==> config.mk <==
export PLATFORM = sky130hd
export DESIGN_NAME = board_input_conditioner
export DESIGN_NICKNAME = d
export VERILOG_FILES = /design/src/rtl/board_io_pkg.sv /design/src/rtl/btn_debounce_ch.sv /design/src/rtl/board_input_conditioner.sv
export SDC_FILE = /design/constraint.sdc
export NUM_CORES = 1
export LEC_CHECK = 0
export BUFFER_PORTS_ARGS = -buffer_cell sky130_fd_sc_hd__clkbuf_2
export CELL_PAD_IN_SITES_DETAIL_PLACEMENT = 0
export CELL_PAD_IN_SITES_GLOBAL_PLACEMENT = 2
export CORE_ASPECT_RATIO = 0.75
export CORE_MARGIN = 5
export CORE_UTILIZATION = 38
export DETAILED_ROUTE_END_ITERATION = 10
export GPL_TIMING_DRIVEN = 0
export PLACE_DENSITY_LB_ADDON = 0.1
export SLEW_MARGIN = 20
export SYNTH_ARGS = -nofsm -noshare
export SYNTH_HDL_FRONTEND = slang
export SYNTH_SLANG_ARGS = --single-unit
==> constraint.sdc <==
create_clock -name clk_100mhz -period 2.6 [get_ports clk_100mhz]
set_clock_uncertainty 0.05 [all_clocks]
set_input_delay 0.26 -clock clk_100mhz [delete_from_list [all_inputs] [get_ports clk_100mhz]]
set_output_delay 0.26 -clock clk_100mhz [all_outputs]
set_load 0.05 [all_outputs]
==> src/rtl/board_io_pkg.sv <==
// board_io_pkg: reset FSM encoding and default timing constants for the board input front end.
package board_io_pkg;
  typedef enum logic [1:0] {
    RST_ASSERT = 2'd0,
    RST_HOLD   = 2'd1,
    RUN        = 2'd2
  } rst_state_t;
  localparam int DEBOUNCE_CYCLES_DEF   = 1000000;
  localparam int RST_HOLD_CYCLES_DEF   = 16;
  localparam int LONG_PRESS_CYCLES_DEF = 100000000;
endpackage

==> src/rtl/btn_debounce_ch.sv <==
// btn_debounce_ch: one button channel - polarity fix, 2-flop sync, debounce, edge pulses.
// Long-press counter exists only when BOARD_INPUT_LONG_PRESS_EN is defined.
module btn_debounce_ch import board_io_pkg::*; #(
  parameter bit ACTIVE_HIGH     = 1'b1,
  parameter int DEBOUNCE_CYCLES = DEBOUNCE_CYCLES_DEF
`ifdef BOARD_INPUT_LONG_PRESS_EN
  , parameter int LONG_PRESS_CYCLES = LONG_PRESS_CYCLES_DEF
`endif
) (
  input  logic clk,
  input  logic rst_n,
  input  logic raw,
  output logic level,
  output logic press_pulse,
  output logic release_pulse,
  output logic long_pulse
);
  localparam int CW = $clog2(DEBOUNCE_CYCLES + 1);
  localparam logic [CW-1:0] LAST = CW'(DEBOUNCE_CYCLES - 1);
  logic [1:0] sync;
  logic [CW-1:0] cnt;
  logic diff, flip;
  assign diff = sync[1] ^ level;
  assign flip = diff && cnt == LAST;
  always_ff @(posedge clk)
    if (!rst_n) begin
      sync          <= '0;
      cnt           <= '0;
      level         <= 1'b0;
      press_pulse   <= 1'b0;
      release_pulse <= 1'b0;
    end else begin
      sync          <= {sync[0], raw ^ ~ACTIVE_HIGH};
      cnt           <= (diff && !flip) ? cnt + 1'b1 : '0;
      level         <= level ^ flip;
      press_pulse   <= flip && !level;
      release_pulse <= flip && level;
    end
`ifdef BOARD_INPUT_LONG_PRESS_EN
  localparam int LW = $clog2(LONG_PRESS_CYCLES + 1);
  localparam logic [LW-1:0] LMAX = LW'(LONG_PRESS_CYCLES);
  logic [LW-1:0] lcnt;
  // saturating at LMAX is what limits the pulse to once per press
  always_ff @(posedge clk)
    if (!rst_n) begin
      lcnt       <= '0;
      long_pulse <= 1'b0;
    end else begin
      lcnt       <= !level ? '0 : (lcnt == LMAX) ? lcnt : lcnt + 1'b1;
      long_pulse <= level && lcnt == LMAX - 1'b1;
    end
`else
  assign long_pulse = 1'b0;
`endif
endmodule

==> src/rtl/board_input_conditioner.sv <==
// board_input_conditioner: debounced buttons with press/release pulses and a stretched,
// button-triggerable core reset. BOARD_INPUT_LONG_PRESS_EN enables btn_long.
module board_input_conditioner import board_io_pkg::*; #(
  parameter int               N_BTN             = 4,
  parameter logic [N_BTN-1:0] ACTIVE_HIGH_MASK  = {N_BTN{1'b1}},
  parameter int               DEBOUNCE_CYCLES   = DEBOUNCE_CYCLES_DEF,
  parameter int               RST_BTN_IDX       = 0,
  parameter int               RST_HOLD_CYCLES   = RST_HOLD_CYCLES_DEF,
  parameter int               LONG_PRESS_CYCLES = LONG_PRESS_CYCLES_DEF
) (
  input  logic             clk_100mhz,
  input  logic             ext_rst_n,
  input  logic [N_BTN-1:0] btn_raw,
  output logic [N_BTN-1:0] btn_level,
  output logic [N_BTN-1:0] btn_press,
  output logic [N_BTN-1:0] btn_release,
  output logic [N_BTN-1:0] btn_long,
  output logic             sys_rst_n
);
  if (N_BTN < 1 || DEBOUNCE_CYCLES < 1 || RST_HOLD_CYCLES < 1 || LONG_PRESS_CYCLES < 1 ||
      RST_BTN_IDX < 0 || RST_BTN_IDX >= N_BTN) begin : g_bad_cfg
    $error("board_input_conditioner: illegal parameter set");
  end
  for (genvar i = 0; i < N_BTN; i++) begin : g_ch
    btn_debounce_ch #(
      .ACTIVE_HIGH     (ACTIVE_HIGH_MASK[i]),
      .DEBOUNCE_CYCLES (DEBOUNCE_CYCLES)
`ifdef BOARD_INPUT_LONG_PRESS_EN
      , .LONG_PRESS_CYCLES (LONG_PRESS_CYCLES)
`endif
    ) u_ch (
      .clk           (clk_100mhz),
      .rst_n         (ext_rst_n),
      .raw           (btn_raw[i]),
      .level         (btn_level[i]),
      .press_pulse   (btn_press[i]),
      .release_pulse (btn_release[i]),
      .long_pulse    (btn_long[i])
    );
  end
  localparam int HW = $clog2(RST_HOLD_CYCLES + 1);
  localparam logic [HW-1:0] HLAST = HW'(RST_HOLD_CYCLES - 1);
  rst_state_t state, state_nxt;
  logic [HW-1:0] hcnt, hcnt_nxt;
  logic rst_btn;
  assign rst_btn = btn_level[RST_BTN_IDX];
  always_ff @(posedge clk_100mhz)
    if (!ext_rst_n) begin
      state     <= RST_ASSERT;
      hcnt      <= '0;
      sys_rst_n <= 1'b0;
    end else begin
      state     <= state_nxt;
      hcnt      <= hcnt_nxt;
      sys_rst_n <= state_nxt == RUN;
    end
  // the reset button wins from every state; unused encodings fall back to RST_ASSERT
  always_comb begin
    state_nxt = rst_btn                           ? RST_ASSERT :
                state == RST_ASSERT               ? RST_HOLD   :
                state == RST_HOLD && hcnt == HLAST ? RUN        :
                state == RST_HOLD                 ? RST_HOLD   :
                state == RUN                      ? RUN        : RST_ASSERT;
    hcnt_nxt  = state == RST_HOLD ? hcnt + 1'b1 : '0;
  end
endmodule

Word level (Yosys, flattened, before mapping)
Index checks and enable logic that the tools add are counted.
Widths: inputs -> output; s select.
{ "op_classes": {"addsub": 5, "eq_ne": 8, "muxes": 5, "bitwise": 8, "n_reduce_logical": 31} }
{ "op_table": {"columns": ["operator", "n"], "rows": [
  ["$add 20x1->20 const B", 4],
  ["$eq 20x20->1 const B", 4],
  ["$logic_and 1x1->1", 17],
  ["$mux 2", 5],
  ["$reduce_and 2->1", 5],
  ["$logic_not 1->1", 8],
  ["$xor 1x1->1", 8],
  ["$add 5x1->5 const B", 1],
  ["$eq 5x4->1 const B", 1],
  ["$eq 2x2->1 const B", 2],
  ["$eq 2x1->1 const B", 1],
  ["$logic_not 2->1", 1]
]} }
{ "word_totals": {"ff_bits": 108, "in_bits": 6, "word_cells": 80} }

Logic depth before layout (Yosys ltp)
{ "logic_depth": {"word_depth": 7, "depth_mapped": 7, "depth_no_buf": 6} }

Hierarchy
A second synthesis with hierarchy kept.
{ "unflattened": {"hier_cells": 506, "area_unflattened_um2": 4611.9} }
{ "modules_own_cells": {"columns": ["mod", "instances", "cells_per_inst", "area_each_um2", "seq_area_each_um2"], "rows": [
  ["btn_debounce_ch", 4, 119, 1074.8, 500.5],
  ["board_input_conditioner", 1, 30, 312.8, 160.2]
]} }

Worst setup path after synthesis
No wires, ideal clock.
{ "synth_path": {"kind": "reg2reg", "startpoint": "register g_ch[3].u_ch.cnt[0]", "endpoint": "register g_ch[3].u_ch.cnt[10]", "arrival_time_ps": 1875, "required_ps": 2433, "slack_ps": 558, "path_stages_with_launch": 7, "synth_period_minus_slack_ps": 2042, "cell_sequence": "dfxtp_1 > ha_1 > inv_1 > or4_1 > o21bai_2 > buf_2 > nor2_1"} }
{ "synth_between": {"elab_chain_cells": 5, "word_cells_on_any_way": 6, "classes_between": "add/sub: 1; eq/ne: 1; reduce/logical: 4"} }
{ "synth_lines": {"columns": ["item", "line", "rtl"], "rows": [
  ["start: declaration", "btn_debounce_ch.sv:21", "logic [CW-1:0] cnt;"],
  ["start signal: assignment", "btn_debounce_ch.sv:34", "cnt <= (diff && !flip) ? cnt + 1'b1 : '0;"],
  ["parallel branches: the longest is 5 deep, another holds $add 20x1->20", null, null]
]} }
Several ways; the timed one is not identified.
A chain may end at the register's enable or synchronous reset.

Worst setup path after layout
{ "layout_path": {"startpoint": "register g_ch[3].u_ch.cnt[0]", "endpoint": "register g_ch[3].u_ch.cnt[7]"} }
Same word-level chain as after synthesis.

==> results.txt <==
The flow ran to the end, and the final reports show no timing, DRC or antenna violations. The count of nets left with antenna violations once routing finished came out at 0. For the pin with the worst max-slew slack, the measured transition is 520 ps. The floorplan die width was 138 um. The max-capacitance violation count is 0.

Setup repair after global routing left no endpoint under its margin. The CTS root buffer was clkbuf_16. The power density normalized to cell area was 575 nW/um^2; the post-route setup TNS was 0 ps. The number of cell instances on the worst register-to-register path came out at 6. The hold buffer count at cts is 0.

The path with the worst hold slack has its endpoint at g_ch[2].u_ch.sync[0]. The multiplexer fraction of the synthesized cell area is 0.00240. Ranked by instance count, the synthesized netlist is headed by 108 x dfxtp_1, 63 x nor2_1, 33 x xor2_1. The critical path in this run is classified as reg2reg.

Summed over all instances, the cell type with the most area after synthesis is dfxtp_1. The die covers 14,700 um^2. In this run the worst path has a maximum fanout of 10. In the final routed layout, each cell accounts on average for 12.6 um. After detailed routing, the number of vias per cell comes to 5.02. The routed layout has 3,649 vias. The share of flip-flops with an asynchronous set or reset after synthesis was 0. The peak per-stage delay on the critical path works out to 630 ps.

The run gives 0.648 as the headroom to the max-slew limit. The complex-gate fraction of the synthesized area works out to 0.0784. For the number of optimization iterations in the first detailed-route pass, the log shows 5. The endpoint class of the critical path is a register. The total area inside the core boundary comes to 12,200 um^2. Among all cell types in the netlist, the one instantiated most often is dfxtp_1. The design draws 0.00304 W. The number of hold violations in the final report is 0, and the number of primary I/O pins is 23. Across all register-to-register paths, the minimum setup slack is 260 ps.

Residual overflow from global routing: 0. The tools report the critical register-to-register path startpoint as g_ch[3].u_ch.cnt[0]. The first global-routing pass estimated 16,200 um of wire. The clock tree synthesis step divided the H-tree into 3 levels.

The number of pins with negative max-slew slack in the final report was 0; the final weighted congestion of routability-driven global placement was 0.724. The number of synthesized register bits works out to 108. TritonCTS built the clock tree.

The share of post-route cells with drive strength above 1 was 0.0980; the number of enable-type register cells in the synthesized netlist was 0. The capture instance of the worst register-to-register path is g_ch[3].u_ch.cnt[7]. The area share of the largest cell type after synthesis was 0.461; the final period utilization was 0.900. Number of antenna violations at the first check in global routing: 0. Launch point of the worst hold path: btn_raw[2].

The net count of the finished layout was 571; the insertion delay to the later sink of the worst-skew pair was 340 ps. Sorting the synthesized cells by area gives the leading types as dfxtp_1 46%, xor2_1 6.2%, nor2_1 5.0%. The slack of the critical path was 261 ps.

The number of different library cells used by synthesis comes to 38. The final antenna diode count was 0; the clock slew seen by the registers of the worst setup and hold paths was 70 ps. After synthesis, the mean cell area works out to 8.91 um^2. After the first detailed-routing iteration, the DRC count stood at 163. Static timing analysis puts the maximum clock frequency at 428 MHz.

IR analysis of the VDD net gives a maximum drop of 0.000348 V. Relative to the synthesized area, the layout overhead comes to 12.7%. Counting every instance in the synthesized netlist gives 527.

Detailed placement ended at an HPWL of 6640 um. The tools report the critical path startpoint category as a register. The data required time at the worst endpoint came out at 2780 ps. The cell depth of the worst hold path is 2, and the die span in y is 106 um.

The logs give 0.132 for the all-layer global routing usage and 142 ps for the pre-CTS worst setup slack. The post-detailed-routing wire length is 9200 um. The largest buffer count on any clock path was 2; the count of buffers inserted at the top-level ports was 18. Setup violations remaining at the end of the flow were counted as 0.

The run gives 0.461 as the sequential fraction of the synthesis area. The tools report the post-synth design cell area as 4690 um^2. The remaining design rule violation count came out at 0. The synthesized-area fraction occupied by xor and xnor cells was 0.0970; the largest net degree at the start of global routing was 16.

By area, the combinational part of the netlist is dominated by simple AND/OR/NAND/NOR gates. The worst hold-check path type is in2reg. The signal on the critical path passes through ha_1, inv_1, or4_1, o21bai_4, buf_2, nor2_1. Number of buffers added by the clock tree synthesis step: 9. The analysis attributes to cell leakage a power of 1.76 nW. The number of clock sinks was 108. The initial standard-cell utilization of the core is 0.386. The logs give 0 for the number of warnings reported in the yosys synthesis log and 2520 ps for the worst endpoint data arrival time. The simple logic cell fraction of the synthesized area is 0.291, and the post-synthesis share of cell area spent on full adders, half adders and majority gates is 0.0160. The initialized floorplan defines 35 standard-cell rows. On the critical path, the stage with the largest delay is an instance of or4_1. Leading register cell type out of synthesis: dfxtp_1. The worst path needs 2340 ps of the cycle, external delays included.

For the number of global-route vias before repair, the log shows 3,500.
power by group:
group / total (W) / switching, W / internal, W
registers: 0.00167 / 0.00000627 / 0.00166
clock network: 0.00132 / 0.000563 / 0.000754
logic: 0.0000568 / 0.0000397 / 0.0000171
total: 0.00304 / 0.000609 / 0.00243
what timing repair did:
item,in CTS,in global routing
buffers inserted,0,0
setup endpoints to repair,0,6
gates resized for setup,0,1
final cells by class:
class | instances | area (um^2)
fill | 1272 | 6890
inverter | 19 | 71.3
timing repair buffer | 18 | 90.1
clock buffer | 10 | 239
clock inverter | 3 | 40.0
buffer | 31 | 180
multi-input combinational | 372 | 2300
tap | 166 | 208
sequential | 108 | 2160
sequential cells by signal, summed over array words and instances (netlist names), named ones only:
name / flops
g_ch.u_ch.cnt: 80
g_ch.u_ch.sync: 8
hcnt: 5
g_ch.u_ch.press_pulse: 4
g_ch.u_ch.release_pulse: 4
state: 2
sys_rst_n: 1
cell usage in the layout (no fill, tap or decap), types with 2 or more instances in the layout:
master / n
dfxtp_1: 108
nor2_1: 63
xor2_1: 33
nand3_1: 32
a21oi_1: 29
nand2_1: 23
nand4_1: 22
inv_1: 19
xnor2_1: 19
clkbuf_2: 18
o21ai_0: 16
buf_4: 16
and3_1: 14
or3_1: 14
or4_1: 14
and2_1: 14
clkbuf_1: 12
o31ai_1: 12
and4_1: 9
nor3_1: 9
clkbuf_16: 9
nor4b_1: 8
nor4_1: 7
ha_1: 6
nand3b_1: 4
nor2b_1: 4
conb_1: 4
buf_2: 3
nor3b_1: 3
o211ai_1: 3
clkinv_2: 2
per-stage QoR:
stage / utilization / area [um^2] / cells / hold WS (ps)
floorplan: - / 4700 / 530 / 337
global placement: 0.411 / 5000 / 714 / 367
detailed placement: 0.411 / 5000 / 714 / 370
CTS: 0.434 / 5280 / 727 / 94.8
global route: 0.434 / 5290 / 727 / 91.9
finish: 0.434 / 5290 / 727 / 98.3
cells by family (layout without fill, tap and decap cells):
| family | Yosys count | after routing |
|---|---|---|
| mux | 1 | 1 |
| compound gates | 63 | 63 |
| other cells | 1 | 4 |
| buf+inv | 50 | 81 |
| simple gates | 246 | 246 |
| flops | 108 | 108 |
| xor+xnor | 52 | 52 |
| fa+ha+maj | 6 | 6 |
worst max-delay path by stage:
| stage | from | end | slack (ps) | depth (start not counted) |
|---|---|---|---|---|
| 2_1_floorplan | g_ch[3].u_ch.cnt[0] | g_ch[3].u_ch.cnt[10] | 560 | 6 |
| 3_3_place_gp | g_ch[3].u_ch.cnt[0] | g_ch[3].u_ch.cnt[8] | 150 | 6 |
| 3_5_place_dp | g_ch[3].u_ch.cnt[0] | g_ch[3].u_ch.cnt[7] | 140 | 6 |
| 4_1_cts | g_ch[3].u_ch.cnt[0] | g_ch[3].u_ch.cnt[7] | 130 | 6 |
| 5_1_grt | g_ch[3].u_ch.cnt[0] | g_ch[3].u_ch.cnt[7] | 110 | 6 |
| 6_report | g_ch[3].u_ch.cnt[0] | g_ch[3].u_ch.cnt[7] | 260 | 6 |
per-layer routing:
layer / vias to the layer above / routed length (um) / global-route usage
met5: - / 0 / 0
met4: 0 / 114 / 0.0381
met3: 10 / 269 / 0.0355
met2: 41 / 4020 / 0.210
met1: 1696 / 4790 / 0.176
li1: 1902 / - / -
worst max-delay path: cells and delay by family, from the launching register on:
family,cells,cell delay [ps]
AND/OR/NAND/NOR,2,700
flip-flops,1,420
buffers and inverters,2,370
adder cells (fa/ha/maj),1,360
AO/OA/AOI/OAI,1,330
Note: power is estimated with default switching activity, not from simulation.
